**src/rtl/regfile_write_arbiter.sv**
```systemverilog
// Two-port writeback arbiter for the single register_file write port.
// Each producer has a small FIFO; a round-robin pick issues one registered write per cycle.
module regfile_write_arbiter #(
    parameter int DEPTH  = 2,
    parameter int ADDR_W = 5,
    parameter int DATA_W = 32
) (
    input  logic                    cclk,
    input  logic                    rst,
    input  logic                    req0_valid,
    output logic                    req0_ready,
    input  logic [ADDR_W-1:0]       req0_reg,
    input  logic [DATA_W-1:0]       req0_data,
    input  logic                    req1_valid,
    output logic                    req1_ready,
    input  logic [ADDR_W-1:0]       req1_reg,
    input  logic [DATA_W-1:0]       req1_data,
    output logic                    write,
    output logic [ADDR_W-1:0]       write_reg,
    output logic [DATA_W-1:0]       write_data,
    output logic [(1<<ADDR_W)-1:0]  pending
);
    localparam int PTR_W = (DEPTH > 1) ? $clog2(DEPTH) : 1;
    localparam int CNT_W = PTR_W + 1;

    logic [1:0][DEPTH-1:0][ADDR_W-1:0] rmem_q, rmem_d;
    logic [1:0][DEPTH-1:0][DATA_W-1:0] dmem_q, dmem_d;
    logic [1:0][DEPTH-1:0]             vld_q, vld_d;
    logic [1:0][PTR_W-1:0]             wptr_q, wptr_d, rptr_q, rptr_d;
    logic [1:0][CNT_W-1:0]             cnt_q, cnt_d;
    logic                              last_grant_q, last_grant_d;
    logic                              write_q, write_d;
    logic [ADDR_W-1:0]                 write_reg_q, write_reg_d;
    logic [DATA_W-1:0]                 write_data_q, write_data_d;

    logic [1:0]                        in_valid, ready, push, nonempty, pop;
    logic [1:0][ADDR_W-1:0]            in_reg;
    logic [1:0][DATA_W-1:0]            in_data;
    logic                              sel, any;
    logic [ADDR_W-1:0]                 head_reg;
    logic [DATA_W-1:0]                 head_data;

    assign in_valid = {req1_valid, req0_valid};
    assign in_reg   = {req1_reg, req0_reg};
    assign in_data  = {req1_data, req0_data};

    always_comb begin
        for (int p = 0; p < 2; p++) begin
            ready[p]    = !rst && (cnt_q[p] < CNT_W'(DEPTH));
            push[p]     = in_valid[p] && ready[p];
            nonempty[p] = (cnt_q[p] != '0);
        end
        any = |nonempty;
        // Round-robin only matters under contention; a lone requester always wins.
        if (&nonempty) sel = ~last_grant_q;
        else           sel = nonempty[1];
        pop          = '0;
        pop[sel]     = any;
        last_grant_d = (&nonempty) ? sel : last_grant_q;
        head_reg     = rmem_q[sel][rptr_q[sel]];
        head_data    = dmem_q[sel][rptr_q[sel]];
    end

    always_comb begin
        rmem_d = rmem_q;
        dmem_d = dmem_q;
        vld_d  = vld_q;
        wptr_d = wptr_q;
        rptr_d = rptr_q;
        for (int p = 0; p < 2; p++) begin
            if (push[p]) begin
                rmem_d[p][wptr_q[p]] = in_reg[p];
                dmem_d[p][wptr_q[p]] = in_data[p];
                vld_d[p][wptr_q[p]]  = 1'b1;
                wptr_d[p]            = wptr_q[p] + PTR_W'(1);
            end
            if (pop[p]) begin
                vld_d[p][rptr_q[p]] = 1'b0;
                rptr_d[p]           = rptr_q[p] + PTR_W'(1);
            end
            cnt_d[p] = cnt_q[p] + CNT_W'(push[p]) - CNT_W'(pop[p]);
        end
    end

    // Writes to reg 0 consume their slot but never reach the register file.
    always_comb begin
        write_d      = any && (head_reg != '0);
        write_reg_d  = write_d ? head_reg  : write_reg_q;
        write_data_d = write_d ? head_data : write_data_q;
    end

    always_ff @(posedge cclk or posedge rst) begin
        if (rst) begin
            rmem_q       <= '0;
            dmem_q       <= '0;
            vld_q        <= '0;
            wptr_q       <= '0;
            rptr_q       <= '0;
            cnt_q        <= '0;
            last_grant_q <= 1'b1;
            write_q      <= 1'b0;
            write_reg_q  <= '0;
            write_data_q <= '0;
        end else begin
            rmem_q       <= rmem_d;
            dmem_q       <= dmem_d;
            vld_q        <= vld_d;
            wptr_q       <= wptr_d;
            rptr_q       <= rptr_d;
            cnt_q        <= cnt_d;
            last_grant_q <= last_grant_d;
            write_q      <= write_d;
            write_reg_q  <= write_reg_d;
            write_data_q <= write_data_d;
        end
    end

    always_comb begin
        pending = '0;
        for (int p = 0; p < 2; p++)
            for (int e = 0; e < DEPTH; e++)
                if (vld_q[p][e]) pending[rmem_q[p][e]] = 1'b1;
        if (write_q) pending[write_reg_q] = 1'b1;
        pending[0] = 1'b0;
    end

    assign req0_ready = ready[0];
    assign req1_ready = ready[1];
    assign write      = write_q;
    assign write_reg  = write_reg_q;
    assign write_data = write_data_q;

endmodule
```
**config.mk**
```make
export PLATFORM = sky130hd
export DESIGN_NAME = regfile_write_arbiter
export DESIGN_NICKNAME = d
export VERILOG_FILES = /design/src/rtl/regfile_write_arbiter.sv
export SDC_FILE = /design/constraint.sdc
export NUM_CORES = 1
export LEC_CHECK = 0
export CORE_ASPECT_RATIO = 1.2
export CORE_MARGIN = 2
export CORE_UTILIZATION = 35
export CTS_CLUSTER_DIAMETER = 30
export DETAILED_ROUTE_END_ITERATION = 12
export GPL_TIMING_DRIVEN = 1
export PLACE_DENSITY = 0.61
export SKIP_LAST_GASP = 1
export SLEW_MARGIN = 10
export SYNTH_ARGS = -nofsm -noshare
export SYNTH_HDL_FRONTEND = slang
export SYNTH_SLANG_ARGS = --single-unit
```
**constraint.sdc**
```tcl
create_clock -name cclk -period 8.38 [get_ports cclk]
set_input_delay 0.838 -clock cclk [delete_from_list [all_inputs] [get_ports cclk]]
set_output_delay 0.838 -clock cclk [all_outputs]
set_load 0.01 [all_outputs]
```
==> impl_metrics.toml <==
[run_status]
outcome = "finished, final reports clean"

[power_and_ir_drop]
vdd_drop_max_uv = 215.2
total_power_mw = 5.086
p_per_area_nw_per_um2 = 412.9
p_leak_nw = 4.847

[final_layout]
nFillCells = 2700
diodes = 0
largest_register_ffs = 128
multi_input_area_sq_um = 4723
max_flop_register = "dmem_q"
seqCellArea_sq_um = 4984
fin_area_sq_um = 12320
final_common_cell = "dfrtp_1"
area_growth_pct = 23.36
final_nets = 1050
layout_common_cells = "dfrtp_1, mux2_2, clkdlybuf4s50_1"
layout-drive-gt1-share = 0.2436

[timing]
period_minus_slack_ps = 3525
setup_ws_ps = 4855
fin_skew_ps = 8.339
final.setup.tns_ps = 0
period_share = 0.4207
max_freq_ghz = 0.2837
finalMaxSlewViolations = 0
finalSetupViolations = 0
rsz0062_at_grt = "no"
slew_headroom = 0.2875
tightest_slew_ps = 1069
finalHoldViolCount = 0

[synthesis]
syn_inst = 855
synth_edf_count = 0
ys_top_cells_by_area = "dfrtp_1, mux2_2, mux2i_1"
syn_nets = 937
synth.avg_cell_area_sq_um = 11.68
synth_area_leader_cell = "dfrtp_1"
seq_area_frac_synth = 0.4989
synth-async-reset-ratio = 1.000
yosysWarningCount = 0
synth.top_cell.area_share = 0.4962
synthFlopType = "dfrtp_1"
ys_types = 43
ys_seq_elements = 199
syn_area_sq_um = 9985

[routing]
drc = 0
viasPerCell = 5.345
routed_wl_mm = 26.90
avgRoutedWirePerCell_um = 19.78
drtAntennaViolNets = 0
drt_first_pass_iters = 5
route.vias.total = 7269
drt_iter0_drc = 442

[place]
gp_congestion = 0.8663
dpl-instance-area_sq_um = 11750
dp_hpwl_mm = 18.44
pre_cts_slack_ps = 5216
io_buffer_count = 148

[floorplan]
die_y_um = 189.0
io_pins = 150
start_util = 0.3566
die_w_um = 158.2
num_rows = 67
die_area_sq_um = 29900
core_sq_um = 28000

[clock_tree]
clk-insertion-delay-late_ps = 450
clockBufferDepth = 2
root_buffer = "clkbuf_16"
clkTransAtPathRegs_ps = 70
cts_num_sinks = 199
cts_tree = "done"
htree_levels = 4
post_cts_buffers = 0
cts_hold_buf = 0
cts-buffers-inserted = 17
post_cts_resize_count = 0

[grt]
first_global_vias = 7395
overflow = 0
grt_usage = 0.1840
antenna_found_initial = 0
grt_max_degree = 138
grt_pass1_wl_mm = 42.12

[setup_path]
rr_worst_depth = 6
crit_arrival_ps = 2690
crit_type = "flop to primary output"
startpoint_type = "flop"
crit_path_max_fanout = 8
cp_data_required_time_ps = 7540
regToRegEndpoint = "write_data[29]"
cp-end-kind = "primary output"
regToRegSetupSlack_ps = 5380
r2r-start = "rmem_q[2]"

[hold_path]
hold_end = "dmem_q[24]"
min-delay-start = "dmem_q[24]"
whs_path_depth = 1
hold_path.class = "flop to flop"

[job]
drv_cap = 0
==> metal layers <==
| layer | track usage | vias up | share of wire |
|---|---|---|---|
| met5 | 0 | - | 0 |
| met4 | 0.04955 | 0 | 0.014 |
| met3 | 0.04440 | 25 | 0.062 |
| met2 | 0.3147 | 209 | 0.50 |
| met1 | 0.2319 | 3654 | 0.42 |
| li1 | - | 3381 | - |
==> through the flow <==
| stage | util | hold slack [ps] | cells |
|---|---|---|---|
| finish | 0.4399 | 499.7 | 1360 |
| global placement | 0.4197 | 481.2 | 1328 |
| detailed placement | 0.4197 | 487.7 | 1328 |
| global route | 0.4399 | 513.6 | 1360 |
| floorplan | - | 460.8 | 855 |
| CTS | 0.4399 | 504.4 | 1360 |
==> cell families (layout without fill, tap and decap cells) <==
kind of cell | count (synthesis) | count (layout) | share of synthesized area
buf+inv | 69 | 195 | 0.02982
mux | 218 | 218 | 0.2412
simple gates | 202 | 202 | 0.1103
fa+ha+maj | 4 | 4 | 0.005013
other cells | 1 | 1 | 0.0003756
xor+xnor | 9 | 9 | 0.007895
compound gates | 153 | 153 | 0.1065
flops | 199 | 199 | 0.4989
==> where the power goes <==
| part | switching (mW) | total [mW] | internal, mW |
|---|---|---|---|
| logic | 1.12 | 2.40 | 1.27 |
| clock network | 0.387 | 0.780 | 0.392 |
| registers | 0.438 | 1.91 | 1.47 |
| total | 1.95 | 5.09 | 3.14 |
==> cell type report <==
type | instances | share of cell area
multi-input combinational | 587 | 0.3835
tap | 379 | 0.03850
sequential | 199 | 0.4046
clock inverter | 15 | 0.01128
inverter | 8 | 0.003048
timing repair buffer | 155 | 0.1245
clock buffer | 17 | 0.03454
==> worst max-delay path by stage <==
stage / startpoint / to / depth (start not counted)
after floorplan: rst / cnt_q[0] / 1
after global placement: rst / dmem_q[2] / 6
after detailed placement: rst / dmem_q[68] / 6
after CTS: write_reg[4] / pending[16] / 6
after global routing: write_reg[4] / pending[16] / 6
final: write_reg[4] / pending[16] / 6
==> cell usage after synthesis, drive strengths merged, types with 15 or more instances <==
library cell and instances:
nand3b 18, a22oi 23, nor2 53, nand2 24, clkbuf 41, nor3b 15, nand3 25, a211oi 36
a21oi 41, o221ai 19, buf 20, dfrtp 198, nor2b 36, o22ai 17, mux2i 37, mux2 181
==> worst max-delay path: stages, from the launching register on <==
cell             delay, ps
dfrtp_1                540
inv_1                  130
nor3_1                 580
a22o_1                 230
a21oi_1                 80
o221ai_1               110
clkdlybuf4s50_1        580
No activity file was read; power rests on OpenSTA's default activity.
